$ cat src/rtl/pwm_duty_decoder.sv
// pwm_duty_decoder
// Receive side of the PWM link. Synchronises an asynchronous PWM input and measures
// each period and its high time. It then derives the duty cycle in 10% steps (0..10)
// with a small rounded restoring divider. On a quiet input it publishes a static
// 0%/100% result.

module pwm_duty_decoder #(
  parameter int CNT_W   = 16,
  parameter int TIMEOUT = 1000
) (
  input  logic             clk,
  input  logic             rst_n,
  input  logic             pwm_in,
  output logic [3:0]       duty_tenths,
  output logic [CNT_W-1:0] high_cycles,
  output logic [CNT_W-1:0] period_cycles,
  output logic             result_valid,
  output logic             locked
);

  // --------------------------------------------------------------------------
  // Constants
  // --------------------------------------------------------------------------
  localparam int IDLE_W = $clog2(TIMEOUT + 1);
  localparam int DIV_W  = CNT_W + 4;

  localparam logic [CNT_W-1:0]  CNT_MAX   = {CNT_W{1'b1}};
  localparam logic [CNT_W-1:0]  CNT_ONE   = CNT_W'(1);
  localparam logic [CNT_W-1:0]  CNT_ZERO  = CNT_W'(0);
  localparam logic [IDLE_W-1:0] IDLE_ZERO = IDLE_W'(0);
  localparam logic [IDLE_W-1:0] IDLE_ONE  = IDLE_W'(1);
  localparam logic [IDLE_W-1:0] IDLE_LAST = IDLE_W'(TIMEOUT - 1);
  localparam logic [IDLE_W-1:0] IDLE_FULL = IDLE_W'(TIMEOUT);
  localparam logic [3:0]        DUTY_MAX  = 4'd10;

  typedef enum logic [1:0] {
    ST_WAIT_RISE = 2'd0,
    ST_HIGH      = 2'd1,
    ST_LOW       = 2'd2
  } state_t;

  // Saturating increment: the counter sticks at all-ones instead of wrapping.
  function automatic logic [CNT_W-1:0] sat_inc(input logic [CNT_W-1:0] v);
    logic [CNT_W-1:0] r;
    if (v == CNT_MAX) begin
      r = v;
    end else begin
      r = v + CNT_ONE;
    end
    return r;
  endfunction

  // --------------------------------------------------------------------------
  // Declarations
  // --------------------------------------------------------------------------
  logic              r_s1;
  logic              r_s2;
  logic              r_s3;
  logic              w_rise;
  logic              w_fall;
  logic              w_edge;

  logic [CNT_W-1:0]  r_cyc;
  logic [CNT_W-1:0]  r_hi;

  logic [IDLE_W-1:0] r_idle;
  logic              w_timeout;

  state_t            r_state;
  state_t            w_state_nxt;
  logic              w_capture;

  logic              r_busy;
  logic [1:0]        r_step;
  logic [DIV_W-1:0]  r_rem;
  logic [CNT_W-1:0]  r_div;
  logic [3:0]        r_quo;
  logic [CNT_W-1:0]  r_cap_hi;
  logic [CNT_W-1:0]  r_cap_cyc;

  logic [DIV_W-1:0]  w_numer;
  logic [DIV_W-1:0]  w_div_shift;
  logic              w_sub_ok;
  logic [DIV_W-1:0]  w_rem_nxt;
  logic [3:0]        w_quo_nxt;
  logic [3:0]        w_duty_clip;
  logic              w_div_done;
  logic              w_publish_div;

  // --------------------------------------------------------------------------
  // Input synchroniser and edge detection
  // --------------------------------------------------------------------------

  // Three-stage shift of the raw input; s2 is the usable level and s3 its history.
  always_ff @(posedge clk) begin
    if (!rst_n) begin
      r_s1 <= 1'b0;
      r_s2 <= 1'b0;
      r_s3 <= 1'b0;
    end else begin
      r_s1 <= pwm_in;
      r_s2 <= r_s1;
      r_s3 <= r_s2;
    end
  end

  assign w_rise = r_s2 & ~r_s3;
  assign w_fall = ~r_s2 & r_s3;
  assign w_edge = w_rise | w_fall;

  // --------------------------------------------------------------------------
  // Period and high-time counters
  // --------------------------------------------------------------------------

  // Count cycles since the last rise and high cycles since the last rise. The rise
  // cycle itself is the first cycle of the new period, so both counters reload to 1.
  always_ff @(posedge clk) begin
    if (!rst_n) begin
      r_cyc <= CNT_ZERO;
      r_hi  <= CNT_ZERO;
    end else if (w_rise) begin
      r_cyc <= CNT_ONE;
      r_hi  <= CNT_ONE;
    end else begin
      r_cyc <= sat_inc(r_cyc);
      if (r_s2) begin
        r_hi <= sat_inc(r_hi);
      end else begin
        r_hi <= r_hi;
      end
    end
  end

  // --------------------------------------------------------------------------
  // Quiet-input timeout
  // --------------------------------------------------------------------------

  // A timeout fires once, in the cycle the idle count reaches TIMEOUT-1 with no edge.
  // Parking the counter at TIMEOUT stops it from firing again until an edge arrives.
  assign w_timeout = ~w_edge & (r_idle == IDLE_LAST);

  // Idle counter: reloads on any edge, stops at TIMEOUT after firing.
  always_ff @(posedge clk) begin
    if (!rst_n) begin
      r_idle <= IDLE_ZERO;
    end else if (w_edge) begin
      r_idle <= IDLE_ONE;
    end else if (w_timeout) begin
      r_idle <= IDLE_FULL;
    end else if (r_idle != IDLE_FULL) begin
      r_idle <= r_idle + IDLE_ONE;
    end else begin
      r_idle <= r_idle;
    end
  end

  // --------------------------------------------------------------------------
  // Period-tracking FSM
  // --------------------------------------------------------------------------

  // State register.
  always_ff @(posedge clk) begin
    if (!rst_n) begin
      r_state <= ST_WAIT_RISE;
    end else begin
      r_state <= w_state_nxt;
    end
  end

  // Next state. A rise while LOW closes a complete period and starts a capture.
  always_comb begin
    w_state_nxt = r_state;
    w_capture   = 1'b0;
    if (w_timeout) begin
      w_state_nxt = ST_WAIT_RISE;
    end else begin
      case (r_state)
        ST_WAIT_RISE: begin
          if (w_rise) begin
            w_state_nxt = ST_HIGH;
          end else begin
            w_state_nxt = ST_WAIT_RISE;
          end
        end
        ST_HIGH: begin
          if (w_fall) begin
            w_state_nxt = ST_LOW;
          end else begin
            w_state_nxt = ST_HIGH;
          end
        end
        ST_LOW: begin
          if (w_rise) begin
            w_capture   = 1'b1;
            w_state_nxt = ST_HIGH;
          end else begin
            w_state_nxt = ST_LOW;
          end
        end
        default: begin
          w_state_nxt = ST_WAIT_RISE;
        end
      endcase
    end
  end

  // --------------------------------------------------------------------------
  // Rounded duty divider: q = (10*hi + cyc/2) / cyc, 4 quotient bits
  // --------------------------------------------------------------------------

  // 10*hi is built as 8*hi + 2*hi. Adding cyc/2 makes the truncating division round.
  assign w_numer = ({4'd0, r_hi} << 3) + ({4'd0, r_hi} << 1)
                 + {5'd0, r_cyc[CNT_W-1:1]};

  assign w_div_shift = {4'd0, r_div} << r_step;
  assign w_sub_ok    = (r_rem >= w_div_shift);
  assign w_rem_nxt   = w_sub_ok ? (r_rem - w_div_shift) : r_rem;
  assign w_quo_nxt   = w_sub_ok ? (r_quo | (4'd1 << r_step)) : r_quo;
  assign w_duty_clip = (w_quo_nxt > DUTY_MAX) ? DUTY_MAX : w_quo_nxt;
  assign w_div_done  = r_busy & (r_step == 2'd0);

  // A capture in the completion cycle restarts the divider, so the older result is dropped.
  assign w_publish_div = w_div_done & ~w_capture;

  // Divider sequencing: load on capture, one restoring step per cycle, abort on timeout.
  always_ff @(posedge clk) begin
    if (!rst_n) begin
      r_busy    <= 1'b0;
      r_step    <= 2'd0;
      r_rem     <= {DIV_W{1'b0}};
      r_div     <= CNT_ZERO;
      r_quo     <= 4'd0;
      r_cap_hi  <= CNT_ZERO;
      r_cap_cyc <= CNT_ZERO;
    end else if (w_timeout) begin
      r_busy <= 1'b0;
      r_step <= 2'd0;
    end else if (w_capture) begin
      r_busy    <= 1'b1;
      r_step    <= 2'd3;
      r_rem     <= w_numer;
      r_div     <= r_cyc;
      r_quo     <= 4'd0;
      r_cap_hi  <= r_hi;
      r_cap_cyc <= r_cyc;
    end else if (r_busy) begin
      r_rem  <= w_rem_nxt;
      r_quo  <= w_quo_nxt;
      r_step <= r_step - 2'd1;
      if (r_step == 2'd0) begin
        r_busy <= 1'b0;
      end else begin
        r_busy <= 1'b1;
      end
    end else begin
      r_busy <= 1'b0;
    end
  end

  // --------------------------------------------------------------------------
  // Result registers
  // --------------------------------------------------------------------------

  // Publish a timeout result (priority) or a completed division. Hold values otherwise.
  always_ff @(posedge clk) begin
    if (!rst_n) begin
      duty_tenths   <= 4'd0;
      high_cycles   <= CNT_ZERO;
      period_cycles <= CNT_ZERO;
      result_valid  <= 1'b0;
      locked        <= 1'b0;
    end else if (w_timeout) begin
      duty_tenths   <= r_s2 ? DUTY_MAX : 4'd0;
      high_cycles   <= r_s2 ? CNT_MAX : CNT_ZERO;
      period_cycles <= CNT_ZERO;
      result_valid  <= 1'b1;
      locked        <= 1'b0;
    end else if (w_publish_div) begin
      duty_tenths   <= w_duty_clip;
      high_cycles   <= r_cap_hi;
      period_cycles <= r_cap_cyc;
      result_valid  <= 1'b1;
      locked        <= 1'b1;
    end else begin
      result_valid  <= 1'b0;
    end
  end

endmodule

$ cat config.mk
export PLATFORM = sky130hd
export DESIGN_NAME = pwm_duty_decoder
export DESIGN_NICKNAME = d
export VERILOG_FILES = /design/src/rtl/pwm_duty_decoder.sv
export SDC_FILE = /design/constraint.sdc
export NUM_CORES = 1
export LEC_CHECK = 0
export ABC_AREA = 1
export CELL_PAD_IN_SITES_DETAIL_PLACEMENT = 1
export CELL_PAD_IN_SITES_GLOBAL_PLACEMENT = 2
export CORE_MARGIN = 3
export CORE_UTILIZATION = 35
export DETAILED_ROUTE_END_ITERATION = 16
export PLACE_DENSITY_LB_ADDON = 0.1
export SLEW_MARGIN = 0
export SYNTH_ARGS = -nofsm -noshare
export SYNTH_HDL_FRONTEND = slang
export SYNTH_SLANG_ARGS = --single-unit
$ cat constraint.sdc
create_clock -name clk -period 3.3 [get_ports clk]
set_clock_uncertainty 0.05 [all_clocks]
set_input_delay 0.66 -clock clk [delete_from_list [all_inputs] [get_ports clk]]
set_output_delay 0.66 -clock clk [all_outputs]
set_load 0.05 [all_outputs]
# Word-level counts from Yosys, hierarchy flattened
# Index checks and enable logic that the tools add are counted.
classes:
  n_reduce_logical: 17
  n_addsub: 7
  n_mux: 35
  bitwise_logic: 14
  n_lt_le_gt_ge: 2
  n_eq_ne: 8
  shift: 2
ops:
  columns: ["op", "n"]
  rows:
  - ["$mux 20", 3]
  - ["$mux 16", 3]
  - ["$add 16x1->16 const B", 2]
  - ["$eq 16x16->1 const B", 2]
  - ["$mux 4", 7]
  - ["$add 19x17->20", 1]
  - ["$add 20x15->20", 1]
  - ["$ge 20x20->1", 1]
  - ["$mux 10", 2]
  - ["$shl 16x2->20", 1]
  - ["$sub 20x20->20", 1]
  - ["$mux 1", 15]
  - ["$add 10x1->10 const B", 1]
  - ["$eq 10x10->1 const B", 1]
  - ["$ne 10x10->1 const B", 1]
  - ["$reduce_bool 2->1", 5]
  - ["$mux 2", 4]
  - ["$reduce_and 2->1", 4]
  - ["$not 1->1", 7]
  - ["$pmux 2 s3", 1]
  - ["$reduce_or 2->1", 3]
  - ["$and 1x1->1", 5]
  - ["$gt 4x4->1 const B", 1]
  - ["$logic_not 2->1", 2]
  - ["10 further kinds", 11]
totals:
  wordCells: 107
  regBits: 144
  inputBits: 3
  out_inout_bits: 38

# Logic depth before layout (Yosys ltp)
# Gate-level depths: netlist of run 1.
depth:
  depth_word: 10
  mapped_depth: 21
  mapped_depth_nobuf: 21

# Worst setup path after synthesis of run 1
# No wires, ideal clock.
synth_timing:
  path_kind: "register -> register"
  from: "reg r_step[0]"
  to: "reg r_rem[12]"
  arrival_ns: 2.422
  n_path_buf: 2
  setup_ns: 0.115
  path_stages_with_launch: 20
  slack_ns: 0.714
  t_required_ns: 3.135
  synth_period_minus_slack_ns: 2.586
  cell_sequence: "dfxtp_1 -> inv_1 -> buf_1 -> nand2_1 -> nor2_1 -> ha_1 -> fa_1 -> inv_1 -> nand3_1 -> nand2_2 -> nand3_1 -> nand3_2 -> nand2_1 -> nand3_2 -> nand2_4 -> inv_4 -> buf_6 -> nand2_1 -> nor2_1 -> nor2_1"
synth_via:
  elab_chain_len: 5
  word_cells_on_any_way: 8
  classes_between: "add/sub: 1; order compare: 1; shift: 1; mux: 3; reduce/logical: 2"
synth_lines:
  columns: ["item", "line", "text"]
  rows:
  - ["start: declaration", "74", "logic [1:0] r_step;"]
  - ["start signal: assignment", "249", "r_step <= r_step - 2'd1;"]
  - ["$shl 16x2->20 *", "215", "assign w_div_shift = {4'd0, r_div} << r_step;"]
  - ["$sub 20x20->20", "217", "assign w_rem_nxt = w_sub_ok ? (r_rem - w_div_shift) : r_rem;"]
  - ["$mux 20", "217", null]
  - ["$mux 20", "246", "end else if (r_busy) begin"]
  - ["$mux 20", "238", "end else if (w_capture) begin"]
  - ["end signal: assignment", "230", "r_rem <= {DIV_W{1'b0}};"]
  - ["end signal: assignment", "241", "r_rem <= w_numer;"]
  - ["end signal: assignment", "247", "r_rem <= w_rem_nxt;"]
  - ["end: declaration", "75", "logic [DIV_W-1:0] r_rem;"]
# Every way passes the cells marked *; elsewhere a longest branch is shown, timed or not. The select of a mux whose other input is x is not followed.
# A chain may end at the register's enable or synchronous reset.

# Worst setup path in the final report of run 1
layout_timing:
  from: "reg r_hi[3]"
  to: "reg r_rem[9]"
layout_via:
  elab_chain_len: 3
layout_lines:
  columns: ["item", "line", "text"]
  rows:
  - ["start: declaration", "64", "logic [CNT_W-1:0] r_hi;"]
  - ["start signal: assignment", "127", "r_hi <= sat_inc(r_hi);"]
  - ["start signal: assignment", "129", "r_hi <= r_hi;"]
  - ["$add 19x17->20", "212", "assign w_numer = ({4'd0, r_hi} << 3) + ({4'd0, r_hi} << 1)"]
  - ["$add 20x15->20", "213", "+ {5'd0, r_cyc[CNT_W-1:1]};"]
  - ["$mux 20", "238", null]
# Every way passes these cells.

==> flow_summary.json, run 1 <==
{
  "status": "complete, no violations",
  "clock-root-buffer": "clkbuf_16",
  "cellPowerDensity_mw_per_mm2": 383.9,
  "vias": 8172,
  "clk_latency_ns": 0.43,
  "async_reset_ff_frac": 0,
  "synth_mux_area_frac": 0.001163,
  "syn-num-nets": 1280,
  "via_per_inst": 5.143,
  "slowest_delay_ns": 0.52,
  "fin_area_mm2": 0.009938,
  "yosysWarnings": 0,
  "synth_compound_area_frac": 0.1983,
  "antenna_found_initial": 0,
  "drc_errors": 0,
  "slowest_stage": "dfxtp_1",
  "synthCells": 1214,
  "worstSetupStartpoint": "r_hi[3]",
  "worstReg2RegEnd": "r_rem[9]",
  "timing.slew.headroom": 0.6182,
  "post_drt_wl_per_cell_um": 17.46,
  "critPathCaptureType": "register",
  "worst_slew_pin_slew_ns": 0.5719,
  "min_delay_worst_endpoint": "r_s2",
  "period_share": 0.9170,
  "numCtsBuffers": 17,
  "area_delta_synth_final_pct": 15.45,
  "avgSynthCellArea_um2": 7.091,
  "drtIter0Drc": 400,
  "max_freq_mhz": 330.5,
  "layout-drive-gt1-share": 0.07717,
  "timing.final.hold_violations": 0,
  "row_count": 56,
  "cts.clk_slew.worst_paths_ns": 0.07,
  "synth_seq_cells": 144,
  "ant_nets": 0,
  "synthAdderAreaFrac": 0.1038,
  "synth_ff_type": "dfxtp_1",
  "netlist_area_mm2": 0.008608,
  "hold_path.class": "reg2reg",
  "cts_tree": "yes",
  "grt_pass1_wl_um": 44990,
  "grt.total_usage": 0.2137,
  "period_minus_slack_ns": 3.026,
  "slew_viol_final": 0,
  "grt_max_degree": 38,
  "rr_worst_depth": 10,
  "dieArea_mm2": 0.02651,
  "synth-simple-area-share": 0.2528,
  "wirelength_um": 27740,
  "hold_start": "r_s1",
  "post-cts-setup-buffers": 0,
  "rsz0062_at_grt": "yes",
  "cts_buffer_depth": 2,
  "hold-path-cell-count": 2,
  "crit_chain": "fa_1 -> ha_1 -> a21oi_1 -> nand2_1 -> a21boi_0 -> o21ai_0 -> o21ai_0 -> o21ai_1 -> nor2_1 -> nor2_1",
  "synth_top_family_by_area": "simple AND/OR/NAND/NOR gates",
  "cts.repair.resized": 0,
  "die_h_um": 162.8,
  "yosysSeqAreaShare": 0.3349,
  "first_pass_iters": 4,
  "ios": 41,
  "timing.rr.start": "r_hi[3]",
  "worstSetupStartpointType": "register",
  "worstPathArrival_ns": 3.30,
  "die_w_um": 162.8,
  "hold_ws_ns": 0.3698,
  "start_util": 0.3613,
  "synth_edf_count": 0,
  "p_leak_nw": 4.225,
  "clkSinkCount": 144,
  "postCtsHoldBufs": 0,
  "core_area_mm2": 0.02382,
  "diodes": 0,
  "max-vdd-ir-drop_uv": 241.0,
  "grt_pass1_vias": 8131,
  "crit_type": "reg2reg",
  "dpl.hpwl_um": 21680,
  "placed_area_mm2": 0.009356,
  "drv_cap": 0,
  "synth_cell_types": 48,
  "reg2reg_slack_ns": 0.27,
  "port-buffer-count": 40,
  "cts.htree.levels": 4,
  "overflow": 0,
  "place_congestion": 0.8184,
  "setup_violations": 0,
  "crit_path_max_fanout": 6,
  "synthXorXnorAreaFrac": 0.02747,
  "finalPower_mw": 3.816,
  "layout.nets": 1323,
  "crit_required_ns": 3.57
}
-- where the power goes --
| part | leakage (nW) | internal, mW | switching (mW) | total [mW] |
|---|---|---|---|---|
| Clock | 0.272 | 1.06 | 0.853 | 1.92 |
| Sequential | 1.16 | 1.75 | 0.0136 | 1.76 |
| Combinational | 2.79 | 0.0426 | 0.0950 | 0.138 |
| Total | 4.22 | 2.85 | 0.961 | 3.82 |
-- sequential cells by signal, summed over array words and instances, names as in the netlist --
| name | cells |
|---|---|
| r_idle | 10 |
| period_cycles | 16 |
| r_state | 2 |
| r_hi | 16 |
| r_busy | 1 |
| r_step | 2 |
| r_quo | 4 |
| locked | 1 |
| r_s2 | 1 |
| high_cycles | 16 |
| r_s1 | 1 |
| duty_tenths | 4 |
| r_cap_cyc | 16 |
| result_valid | 1 |
| r_s3 | 1 |
| r_rem | 20 |
| r_cyc | 16 |
| r_cap_hi | 16 |
-- per-layer routing --
layer	global-route usage	share of wire	up-vias
met5	0	0	-
met4	0.03998	0.0077	0
met3	0.02747	0.022	14
met2	0.3407	0.45	81
met1	0.3120	0.52	3924
li1	-	-	4153
-- cell usage after synthesis, types with 2 or more instances --
cell      count  area, um2
inv_2         4      15.01
buf_2         7      35.03
xor2_1       19      166.4
a31oi_1      14      87.58
a211oi_2     10      125.1
nand3_1      60      300.3
nor4_1       10      62.56
nand3_2       2      20.02
o21ai_0     124      620.6
a211oi_1     11      82.58
nand2_2       7      43.79
or2_2         4      25.02
nor2_2        5      31.28
inv_1       126      473.0
a21o_1        2      15.01
nand2_1     231      867.1
buf_4         2      15.01
a21oi_2       3      26.28
ha_1         49      613.1
o21ai_1      22      110.1
clkinv_1      2      7.510
nor2_1      138      518.0
nor3_1       17      85.08
xnor2_1       8      70.07
a21oi_1     113      565.5
o221ai_1      2      17.52
nand2_4       2      22.52
nand3b_1      6      45.04
fa_1         14      280.3
nand4_1      13      81.33
a21boi_0      2      15.01
buf_6         6      67.56
o21a_1        2      15.01
dfxtp_1     144       2883
buf_1         3      11.26
clkbuf_1     18      67.56
-- cell families after synthesis --
group	count (synthesis)
multiplexers	1
XOR/XNOR	27
AND/OR/NAND/NOR	501
adder cells (fa/ha/maj)	63
buffers and inverters	170
flip-flops	144
AO/OA/AOI/OAI	308
-- layout by cell type (no fill, tap or decap), types with 3 or more instances in the layout --
cell type	synthesis	layout
nand4_1	13	13
inv_2	4	4
buf_4	2	20
clkbuf_16	0	17
inv_1	126	126
xor2_1	19	19
inv_6	0	9
o21ai_1	22	24
a21oi_1	113	111
nand2_1	231	231
a211oi_2	10	10
nor3_1	17	17
nand2_2	7	7
nor4_1	10	10
or2_2	4	4
a21oi_2	3	5
nor2_2	5	5
nand3_1	60	60
clkinvlp_4	0	3
clkdlybuf4s50_1	0	39
ha_1	49	49
nor2_1	138	138
fa_1	14	14
xnor2_1	8	8
dfxtp_1	144	144
o21ai_0	124	122
a31oi_1	14	14
a211oi_1	11	11
nand3b_1	6	6
-- through the flow --
stage | TNS (ns) | instances | setup WS [ns] | utilization
4_1_cts | 0 | 1589 | 0.1823 | 0.4168
6_report | 0 | 1589 | 0.2739 | 0.4172
3_3_place_gp | 0 | 1557 | 0.2675 | 0.3928
3_5_place_dp | 0 | 1557 | 0.1981 | 0.3928
5_1_grt | -0.01191 | 1589 | -0.01191 | 0.4172
2_1_floorplan | 0 | 1214 | 0.7138 | -
-- layout make-up --
| class | instances | area (um2) |
|---|---|---|
| clock inverters | 14 | 142.6 |
| well taps | 319 | 399.1 |
| repair buffers | 60 | 545.5 |
| flip-flops and latches | 144 | 2883 |
| fillers | 3079 | 13880 |
| clock buffers | 18 | 429.2 |
| multi-input cells | 900 | 5030 |
| inverters | 134 | 509.2 |
-- worst max path at each step --
stage | endpoint | slack (ns) | cells past startpoint
final | r_rem[9] | 0.27 | 10
after global routing | duty_tenths[0] | -0.01 | 18
after CTS | duty_tenths[0] | 0.18 | 17
after detailed placement | duty_tenths[0] | 0.20 | 17
after global placement | duty_tenths[0] | 0.27 | 17
after floorplan | r_rem[12] | 0.71 | 19
-- critical path, delay by kind of cell, from the launching register on --
family                     cells  cell delay [ns]
and+or+nand+nor                3             0.28
AOI/OAI and AO/OA              5             1.20
adders and majority gates      2             0.87
DFF                            1             0.52
No activity file was read; power rests on OpenSTA's default activity.
==> run 2: changes to the inputs <==
--- a/config.mk
+++ b/config.mk
@@ -6,12 +6,14 @@
 export NUM_CORES = 1
 export LEC_CHECK = 0
 export ABC_AREA = 1
+export CAP_MARGIN = 5
 export CELL_PAD_IN_SITES_DETAIL_PLACEMENT = 1
 export CELL_PAD_IN_SITES_GLOBAL_PLACEMENT = 2
 export CORE_MARGIN = 3
-export CORE_UTILIZATION = 35
+export CORE_UTILIZATION = 30
 export DETAILED_ROUTE_END_ITERATION = 16
 export PLACE_DENSITY_LB_ADDON = 0.1
+export RECOVER_POWER = 50
 export SLEW_MARGIN = 0
 export SYNTH_ARGS = -nofsm -noshare
 export SYNTH_HDL_FRONTEND = slang
==> run 2 against run 1 <==
- design area increased by 1.4%
- first-iteration DRC count up 15%
- sequential share of layout area shrank 0.39 points
- maximum frequency up 1.1%
- die area is 16% higher
- total power is 5.2% higher
- clock power is 9.9% higher
- sequential cell count stayed put
- combinational power about the same
- wire length increased by 3.7%
- worst setup slack gained 0.034 ns
- critical path type unchanged
- largest power group unchanged
==> flow_summary.json, run 2 (same netlist as run 1, synthesis figures left out) <==
{
  "min_delay_worst_endpoint": "r_cap_hi[3]",
  "grt_pass1_vias": 8279,
  "largest_register_ffs": 20,
  "hold_path.class": "reg2reg",
  "dpl.hpwl_um": 22860,
  "setup_tns_ns": 0,
  "p_comb_frac": 0.034,
  "pwr-share-seq": 0.439,
  "p_int_mw": 3.100,
  "grt_max_degree": 38,
  "drc_errors": 0,
  "diodes": 0,
  "crit_type": "reg2reg",
  "timing.slew.headroom": 0.2995,
  "p_leak_nw": 4.309,
  "switchingPower_mw": 0.9128,
  "p_clk_frac": 0.527,
  "period_minus_slack_ns": 2.992,
  "cts.clk_slew.worst_paths_ns": 0.06,
  "post-place-ws_ns": 0.2014,
  "clkSinkCount": 144,
  "place_congestion": 0.8233,
  "crit_path_max_fanout": 6,
  "crit_required_ns": 3.57,
  "core_area_mm2": 0.02801,
  "wirelength_um": 28760,
  "setup_violations": 0,
  "port-buffer-count": 40,
  "cellPowerDensity_mw_per_mm2": 398.3,
  "clk_latency_ns": 0.42,
  "layout-drive-gt1-share": 0.07288,
  "start_util": 0.3073,
  "status": "complete, no violations",
  "drtIter0Drc": 461,
  "regMostFlops": "r_rem",
  "timing.rr.start": "r_hi[3]",
  "grt_pass1_wl_um": 46730,
  "first_pass_iters": 4,
  "hold_start": "r_cap_hi[3]",
  "worst_slew_pin_slew_ns": 1.051,
  "worstReg2RegEnd": "r_rem[9]",
  "worstPathArrival_ns": 3.26,
  "rsz0062_at_grt": "no",
  "antenna_found_initial": 0,
  "cts.htree.levels": 4,
  "clock-root-buffer": "clkbuf_16",
  "period_share": 0.9066,
  "worstSetupStartpointType": "register",
  "hold-path-cell-count": 2,
  "via_per_inst": 4.961,
  "vias": 8205,
  "drv_cap": 0,
  "worst_slack_ns": 0.3081,
  "swShare": 0.2275,
  "fin_cells": 1654,
  "reg2reg_slack_ns": 0.31,
  "dp_cells": 1622,
  "finalPower_mw": 4.013,
  "layout_commonest_cell": "nand2_1",
  "die_w_um": 175.4,
  "dieArea_mm2": 0.03076,
  "row_count": 61,
  "max-vdd-ir-drop_uv": 354.1,
  "die_h_um": 175.4,
  "final_cell_mix": "nand2_1 (233), dfxtp_1 (144), nor2_1 (139), inv_1 (127), o21ai_0 (123)",
  "rr_worst_depth": 10,
  "layout.nets": 1329,
  "ios": 41,
  "critPathCaptureType": "register",
  "max_freq_mhz": 334.2,
  "cts_tree": "yes",
  "ant_nets": 0,
  "cts_buffer_depth": 2,
  "slew_viol_final": 0,
  "hold_ws_ns": 0.4043,
  "fin_area_mm2": 0.01007,
  "post_drt_wl_per_cell_um": 17.39,
  "placed_area_mm2": 0.009475,
  "fin_util": 0.3597,
  "numCtsBuffers": 17,
  "overflow": 0,
  "area_delta_synth_final_pct": 17.04,
  "grt.total_usage": 0.1918,
  "timing.final.hold_violations": 0
}
[run 2: how the worst max path moves through the flow]
stage / from / to / slack (ns) / cells after the start
5_1_grt: r_step[0] / duty_tenths[0] / 0.004 / 21
4_1_cts: r_hi[3] / r_rem[9] / 0.18 / 10
6_report: r_hi[3] / r_rem[9] / 0.31 / 10
3_3_place_gp: r_hi[3] / r_rem[9] / 0.20 / 10
3_5_place_dp: r_hi[3] / r_rem[9] / 0.20 / 10
2_1_floorplan: r_step[0] / r_rem[12] / 0.71 / 19
[run 2: area by class of cell]
type                    instances  area [um2]
clock buffers                  20       456.7
clock inverters                12       180.2
fillers                      3543       17940
inverters                     134       509.2
multi-input cells             900        5004
flip-flops and latches        144        2883
well taps                     378       473.0
repair buffers                 66       569.3
[run 2: worst max-delay path, cell delays in order, from the launching register on]
cell and delay (ns):
dfxtp_1 0.55, fa_1 0.49, ha_1 0.37, a21oi_1 0.23, nand2_1 0.14, a21boi_1 0.31
o21ai_0 0.21, o21ai_0 0.29, o21ai_1 0.11, nor2_1 0.11, nor2_1 0.04
[run 2: metal layers]
metal,global-route usage,wire length [um],vias to the layer above
met3,0.02421,706,20
met4,0.03823,303,0
met5,0,0,-
met2,0.3061,13030,85
met1,0.2784,14720,3939
li1,-,-,4161
[run 2: power by group through the flow]
stage	clock network (mW)	registers (mW)	logic [mW]
after CTS	2.17	1.76	0.140
after floorplan	0	1.80	0.0935
after global placement	0	1.80	0.138
after global routing	2.24	1.76	0.157
after detailed placement	0	1.80	0.139
final	2.11	1.76	0.136
[run 2: repair_timing]
| item | CTS | global route |
|---|---|---|
| hold buffers | 0 | 0 |
| buffers inserted | 0 | 0 |
| endpoints found under the setup margin | 0 | 4 |
| resized for setup | 0 | 5 |
==> run 3: changes to the inputs <==
--- a/config.mk
+++ b/config.mk
@@ -10,7 +10,7 @@
 export CELL_PAD_IN_SITES_DETAIL_PLACEMENT = 1
 export CELL_PAD_IN_SITES_GLOBAL_PLACEMENT = 2
 export CORE_MARGIN = 3
-export CORE_UTILIZATION = 30
+export CORE_UTILIZATION = 35
 export DETAILED_ROUTE_END_ITERATION = 16
 export PLACE_DENSITY_LB_ADDON = 0.1
 export RECOVER_POWER = 50
==> run 3 against run 2 <==
- total power decreased by 5.0%
- wire length decreased by 3.7%
- critical path depth unchanged
- sequential cell count unchanged
- worst setup slack worse by 0.033 ns
- hold slack worse by 0.031 ns
- cell count is 3.9% lower
- design area decreased by 1.8%
- sequential share of layout area rose by 0.52 points
- via count about the same
- non-clock buffer count fell by 6
- critical path type unchanged
- critical endpoint unchanged
- largest cell class unchanged
==> flow_summary.json, run 3 (same netlist as run 1, synthesis figures left out) <==
{
  "ios": 41,
  "critPathCaptureType": "register",
  "layout-drive-gt1-share": 0.07165,
  "dieArea_mm2": 0.02651,
  "clk_latency_ns": 0.43,
  "final_cell_mix": "nand2_1 (232), dfxtp_1 (144), nor2_1 (139), inv_1 (126), o21ai_0 (122)",
  "drc_errors": 0,
  "cts_tree": "yes",
  "clkSinkCount": 144,
  "path_buf_inv": 0,
  "post_drt_wl_per_cell_um": 17.43,
  "worst_slack_ns": 0.2753,
  "vias": 8201,
  "clock-root-buffer": "clkbuf_16",
  "cts_buffer_depth": 2,
  "period_share": 0.9166,
  "row_count": 56,
  "drv_cap": 0,
  "via_per_inst": 5.161,
  "max_freq_mhz": 330.6,
  "slowest_delay_ns": 0.52,
  "die_w_um": 162.8,
  "p_leak_nw": 4.317,
  "cellPowerDensity_mw_per_mm2": 385.2,
  "overflow": 0,
  "layout.nets": 1323,
  "grt_pass1_wl_um": 44990,
  "worstPathArrival_ns": 3.30,
  "drtIter0Drc": 349,
  "crit_chain": "fa_1 -> ha_1 -> a21oi_1 -> nand2_1 -> a21boi_0 -> o21ai_0 -> o21ai_0 -> o21ai_1 -> nor2_1 -> nor2_1",
  "wirelength_um": 27700,
  "setup_violations": 0,
  "largest_register_ffs": 20,
  "slowest_stage": "dfxtp_1",
  "grt_max_degree": 38,
  "grt_pass1_vias": 8131,
  "reg2reg_slack_ns": 0.28,
  "crit_path_max_fanout": 6,
  "max-vdd-ir-drop_uv": 242.7,
  "cts.clk_slew.worst_paths_ns": 0.07,
  "cts.repair.resized": 0,
  "port-buffer-count": 40,
  "slew_viol_final": 0,
  "ant_nets": 0,
  "setup_tns_ns": 0,
  "diodes": 0,
  "grt.total_usage": 0.2137,
  "rsz0062_at_grt": "yes",
  "timing.final.hold_violations": 0,
  "dpl.hpwl_um": 21680,
  "postCtsHoldBufs": 0,
  "timing.slew.headroom": 0.3178,
  "die_h_um": 162.8,
  "crit_type": "reg2reg",
  "first_pass_iters": 5,
  "place_congestion": 0.8184,
  "worstSetupStartpointType": "register",
  "worst_slew_pin_slew_ns": 1.023,
  "status": "complete, no violations",
  "layout_commonest_cell": "nand2_1",
  "cts.htree.levels": 4,
  "critPathTopFamily": "compound AO/OA/AOI/OAI gates",
  "post-cts-setup-buffers": 0,
  "hold_path.class": "reg2reg",
  "core_area_mm2": 0.02382,
  "regMostFlops": "r_rem",
  "crit_required_ns": 3.57,
  "period_minus_slack_ns": 3.025,
  "antenna_found_initial": 0,
  "start_util": 0.3613,
  "post-place-ws_ns": 0.1981,
  "area_delta_synth_final_pct": 14.96,
  "numCtsBuffers": 17
}
## run 3: changes by cell type in the layout (fill, tap and decap cells not counted), sizes merged
cell / before / now
clkinv: 7 / 4
buf: 20 / 17
clkbuf: 27 / 22
inv: 133 / 140
bufinv: 4 / 1
dlygate4sd3: 10 / 31
clkinvlp: 2 / 3
clkdlybuf4s50: 29 / 8
## run 3: worst register-to-register path, delay by kind of cell (launching register included)
family	cells	cell delay, ns
flip-flops	1	0.52
adder cells (fa/ha/maj)	2	0.87
AND/OR/NAND/NOR	3	0.28
AO/OA/AOI/OAI	5	1.20
## run 3: layer usage
layer / global-route usage / part of all wire / up-vias
li1: - / - / 4155
met5: 0 / 0 / -
met3: 0.02747 / 0.025 / 17
met2: 0.3407 / 0.45 / 93
met1: 0.3120 / 0.51 / 3936
met4: 0.03998 / 0.0087 / 0
## run 3: final timing paths
path | start | end | depth (start not counted)
worst max-delay path | r_hi[3] | r_rem[9] | 10
worst min-delay path | r_s1 | r_s2 | 2
worst max register to register | r_hi[3] | r_rem[9] | 10
worst min register to register | r_s1 | r_s2 | 2
## run 3: through the flow
| step | instances | instance area (um2) | power [mW] | hold WS [ns] | util |
|---|---|---|---|---|---|
| after CTS | 1589 | 9928 | 3.869 | 0.3732 | 0.4168 |
| after global routing | 1589 | 9896 | 3.958 | 0.3929 | 0.4154 |
| final | 1589 | 9896 | 3.812 | 0.3738 | 0.4154 |
| after floorplan | 1214 | 8608 | 1.890 | 0.3405 | - |
| after detailed placement | 1557 | 9356 | 1.938 | 0.3576 | 0.3928 |
| after global placement | 1557 | 9356 | 1.935 | 0.3496 | 0.3928 |
## run 3: power breakdown
group          switching, mW  leakage (nW)  total (mW)  internal (mW)
Combinational         0.0942          2.88       0.135         0.0407
Sequential            0.0133          1.16        1.76           1.75
Clock                  0.852         0.272        1.92           1.06
## run 3: area by class of cell
class | count | area (um2)
inverters | 134 | 509.2
repair buffers | 60 | 531.8
multi-input cells | 900 | 5001
clock buffers | 18 | 429.2
flip-flops and latches | 144 | 2883
clock inverters | 14 | 142.6
fillers | 3084 | 13930
well taps | 319 | 399.1
